`config.mk`:
```
export PLATFORM = sky130hd
export DESIGN_NAME = tri_fu_mul_rslv
export DESIGN_NICKNAME = d
export VERILOG_FILES = /design/src/rtl/tri_fu_mul_rslv.sv
export SDC_FILE = /design/constraint.sdc
export NUM_CORES = 1
export LEC_CHECK = 0
export CORE_UTILIZATION = 50
export DETAILED_ROUTE_END_ITERATION = 10
export PLACE_DENSITY_LB_ADDON = 0.08
export RECOVER_POWER = 100
export SLEW_MARGIN = 20
export SYNTH_ARGS = -nofsm -noshare
export SYNTH_HDL_FRONTEND = slang
export SYNTH_SLANG_ARGS = --single-unit
```
`constraint.sdc`:
```
create_clock -name clk -period 17.9 [get_ports clk]
set_clock_uncertainty 0.1 [all_clocks]
set_input_delay 3.58 -clock clk [delete_from_list [all_inputs] [get_ports clk]]
set_output_delay 3.58 -clock clk [all_outputs]
set_load 0.03 [all_outputs]
```
`src/rtl/tri_fu_mul_rslv.sv`:
```
// Sequential carry-propagate resolver: adds a 108-bit sum/carry pair in four
// 27-bit slices (LSB slice first) and returns product, carry-out and low-half sticky.
module tri_fu_mul_rslv #(
  parameter int SLICE = 27
) (
  input  logic             clk,
  input  logic             rst,
  input  logic             flush,
  input  logic             in_valid,
  output logic             in_ready,
  input  logic [1:4*SLICE] in_sum,
  input  logic [1:4*SLICE] in_car,
  output logic             out_valid,
  input  logic             out_ready,
  output logic [1:4*SLICE] out_prod,
  output logic             out_co,
  output logic             out_sticky
);

  localparam int W = 4 * SLICE;

  typedef enum logic [2:0] {IDLE, S0, S1, S2, S3, DONE} state_t;

  state_t           state_reg, state_next;
  logic [1:W]       hold_sum_reg, hold_car_reg;
  logic [1:W]       out_prod_reg;
  logic             carry_reg;
  logic             out_co_reg, out_sticky_reg;
  logic             capture, busy;
  logic [1:0]       slice_idx;
  logic [SLICE-1:0] slice_res;
  logic             slice_co;
  logic [SLICE-1:0] sum_slc [4];
  logic [SLICE-1:0] car_slc [4];

  // Slice gi spans bits [W+1-SLICE*(gi+1) : W-SLICE*gi]; slice 0 is the LSB end.
  genvar gi;
  generate
    for (gi = 0; gi < 4; gi++) begin : g_slc
      assign sum_slc[gi] = hold_sum_reg[W+1-SLICE*(gi+1) : W-SLICE*gi];
      assign car_slc[gi] = hold_car_reg[W+1-SLICE*(gi+1) : W-SLICE*gi];
    end
  endgenerate

  assign in_ready  = (state_reg == IDLE) || ((state_reg == DONE) && out_ready);
  assign capture   = in_valid && in_ready;
  assign out_valid = (state_reg == DONE);
  assign busy      = (state_reg == S0) || (state_reg == S1) ||
                     (state_reg == S2) || (state_reg == S3);
  assign out_prod   = out_prod_reg;
  assign out_co     = out_co_reg;
  assign out_sticky = out_sticky_reg;

  always_comb begin
    slice_idx = 2'd0;
    case (state_reg)
      S1:      slice_idx = 2'd1;
      S2:      slice_idx = 2'd2;
      S3:      slice_idx = 2'd3;
      default: slice_idx = 2'd0;
    endcase
  end

  assign {slice_co, slice_res} = {1'b0, sum_slc[slice_idx]} +
                                 {1'b0, car_slc[slice_idx]} +
                                 {{SLICE{1'b0}}, carry_reg};

  always_comb begin
    state_next = state_reg;
    case (state_reg)
      IDLE:    if (capture) state_next = S0;
      S0:      state_next = S1;
      S1:      state_next = S2;
      S2:      state_next = S3;
      S3:      state_next = DONE;
      DONE:    if (out_ready) state_next = capture ? S0 : IDLE;
      default: state_next = IDLE;
    endcase
    if (flush) state_next = IDLE;
  end

  always_ff @(posedge clk or posedge rst) begin
    if (rst) begin
      state_reg <= IDLE;
    end else begin
      state_reg <= state_next;
    end
  end

  always_ff @(posedge clk or posedge rst) begin
    if (rst) begin
      hold_sum_reg <= '0;
      hold_car_reg <= '0;
    end else if (capture && !flush) begin
      hold_sum_reg <= in_sum;
      hold_car_reg <= in_car;
    end
  end

  always_ff @(posedge clk or posedge rst) begin
    if (rst) begin
      carry_reg      <= 1'b0;
      out_prod_reg   <= '0;
      out_co_reg     <= 1'b0;
      out_sticky_reg <= 1'b0;
    end else if (flush || capture) begin
      carry_reg <= 1'b0;
    end else if (busy) begin
      carry_reg <= slice_co;
      case (state_reg)
        S0: out_prod_reg[W-SLICE+1 : W]         <= slice_res;
        S1: out_prod_reg[W-2*SLICE+1 : W-SLICE] <= slice_res;
        S2: out_prod_reg[W-3*SLICE+1 : W-2*SLICE] <= slice_res;
        default: begin
          out_prod_reg[1 : SLICE] <= slice_res;
          out_co_reg              <= slice_co;
          // Low half is already registered by the time the top slice resolves.
          out_sticky_reg          <= |out_prod_reg[W-2*SLICE+1 : W];
        end
      endcase
    end
  end

endmodule

```
==> run summary <==
outcome = finished with violations
failing checks = capacitance limit, slew limit
post-synthesis cell area = 15700 um^2
Hold Path Stages = 2
Via density = 5.69
CTS sink cnt = 330
kind of critical path = primary input to register
RSZ-0062 raised after global routing = false
Top Metal Used = met5
total negative slack = 0 ns
layout cells sized above 1 = 21.4%
synthesis-stage register bit count = 330
setup slack, reg-to-reg = 8.58 ns
insertion delay to the later sink of the worst-skew pair = 0.52 ns
die area = 32000 um^2
Setup Viol. Count Final = 0
drt first pass iters = 5
Tcrit/Tclk final = 59.2%
initial antenna violation count = 2
transition time at the pin with the least slew margin = 4.38 ns
reg2reg path depth = 15
Synth Warn # = 0
placed wire-length estimate = 28900 um
first-pass GRT wire length = 62300 um
nature of the critical path startpoint = primary input
Post-synth EDFFs = 0
PD cells = 175 nW/um^2
Max FO, Critical Path = 89
RR Startpoint = state_reg[1]
Syn Nets = 1511
CP Data Required Time = 18.19 ns
Total GRT Usage = 25.5%
Critical R2R Capture = out_prod[65]
commonest non-fill, non-tap cell in the layout = dfrtp_1
# DRC = 0
Comb power frac = 45.7%
Longest Clk Path Bufs = 3
Most used DFF post-synth = dfrtp_1
Seq/Total Area, Yosys = 52.7%
Internal Dissipation = 2.14 mW
hold crit path type = register to register
Clock transition at path regs = 0.06 ns
# fillers = 2326
IO Pins = 333
Final min period = 10.60 ns
post-synth cell types = 64
total gr overflow = 0
Final nets = 1815
Setup crit end kind = register
Fmax = 94.3 MHz
Hold Fails Final Rpt = 0
footprint of the multi-input gates = 6970 um^2
Final Wtd Congestion = 0.860
fin. max-slew vios = 615
DIE HEIGHT = 179 um
Port-buffer cells = 332
largest net degree at the start of global routing = 100
Mapped Avg Cell Area = 12.4 um^2
FP Rows = 64
Post-Route M1 WL = 17500 um
remaining antenna violation count = 0
Lkg Pwr = 8.55 nW
Min-Delay Endpoint = out_prod[28]
area post-placement = 19200 um^2
Net Sw Frac = 40.1%
WL met3 = 3060 um
Seq pwr share = 32.9%
ys async rst share = 100%
hold_buf cts = 0
Final Util = 66.5%
CTS Buf Count = 36
Rel. slew slack = -193%
Design Area, Final = 20400 um^2
root buf cell = clkbuf_16
Die W = 179 um
worst vdd ir = 0.0914 mV
CP arrival = 10.89 ns
number of global-route vias before repair = 11178
CTS tree = yes
max cap viols = 13
hold_sp = out_prod[28]
clock share of power = 21.4%
Routed Wire Length = 40000 um
PostCTS Resize Cnt = 0
P_sw = 1.43 mW
most frequent cells in the layout = dfrtp_1, clkdlybuf4s50_1, mux2_2, nand2_1, dlygate4sd3_1
Mapped Cells = 1262
DR WL/cell = 20.2 um
Post-CTS Setup Inserts = 0
Sequential Area = 8260 um^2
Met2 Wirelength = 18500 um
Layout area overhead = 30.2%
Initial Utilization = 51.1%
core area = 30700 um^2
number of DRC markers in iteration 0 = 818
H-tree depth = 2
via count = 11303
[critical path, cell delays in order]
cell and delay (ns):
dlygate4sd3_1 0.55, nand3_1 0.09, a21oi_1 0.19, nand2_1 0.14
nor2_4 0.09, clkbuf_1 2.60, clkbuf_1 2.33, buf_6 0.77
mux2_2 0.42
[routing by layer]
layer	global-route usage, %	vias to the layer above
li1	-	5244
met1	35.5	5645
met2	39.4	353
met3	6.59	59
met4	7.49	2
met5	0	-
[area by class of cell]
class,instances,share of cell area [%]
diodes,2,0.0245
clock buffers,50,5.23
clock inverters,9,0.785
repair buffers,345,16.6
well taps,396,2.43
flip-flops and latches,330,40.5
multi-input cells,840,34.2
inverters,13,0.245
[metrics by stage]
| stage | power [mW] | cells | hold slack (ns) | setup WS (ns) |
|---|---|---|---|---|
| after floorplan | 2.25 | 1262 | 0.375 | 5.08 |
| after global placement | 2.83 | 1924 | 0.361 | 9.19 |
| after detailed placement | 2.87 | 1924 | 0.370 | 9.17 |
| final | 3.57 | 1985 | 0.373 | 7.30 |
| after CTS | 3.65 | 1983 | 0.383 | 9.17 |
| after global routing | 3.78 | 1983 | 0.396 | 6.10 |
[cells in the mapped netlist, types with 3 or more instances]
cell      instances  area [um^2]
a211oi_1          4         30.0
a21o_1           17          128
a21oi_1          35          175
a31o_2            5         43.8
a31oi_1           6         37.5
and2_1           10         62.6
and3_1            8         50.1
buf_2            30          150
buf_4             8         60.1
clkbuf_1         39          146
dfrtp_1         330         8260
ha_1             26          325
inv_1            13         48.8
mux2_2          216         2430
mux4_2           53         1190
nand2_1         133          499
nand2b_1          8         50.1
nand3_1          38          190
nand4_1          21          131
nor2_1           40          150
nor3_1            9         45.0
nor3b_1           6         45.0
nor4_1           13         81.3
o211ai_1          5         37.5
o21a_1            6         45.0
o21ai_0          96          480
o31ai_1          15          113
or3_1             4         25.0
or4_1             5         37.5
xnor2_1          12          105
xor2_1            3         26.3
[worst max-delay path by stage]
| stage | startpoint | end | slack [ns] |
|---|---|---|---|
| 6_report | out_ready | hold_car_reg[79] | 7.30 |
| 5_1_grt | rst | out_prod[15] | 6.10 |
| 4_1_cts | out_ready | in_ready | 9.17 |
| 3_5_place_dp | out_ready | in_ready | 9.17 |
| 3_3_place_gp | out_ready | in_ready | 9.19 |
| 2_1_floorplan | rst | carry_reg | 5.08 |
[cells by family after synthesis]
family | count (synthesis) | share of synthesized area [%]
compound gates | 219 | 8.91
fa+ha+maj | 28 | 2.33
buf+inv | 92 | 2.64
simple gates | 307 | 9.29
mux | 271 | 23.3
xor+xnor | 15 | 0.839
flops | 330 | 52.7
[power groups by stage]
stage | registers [mW] | logic [mW] | clock network, mW
after global placement | 1.18 | 1.65 | 0
after detailed placement | 1.19 | 1.68 | 0
final | 1.18 | 1.63 | 0.764
after global routing | 1.21 | 1.76 | 0.811
after floorplan | 1.37 | 0.882 | 0
after CTS | 1.18 | 1.68 | 0.780
No activity file was read; power rests on OpenSTA's default activity.
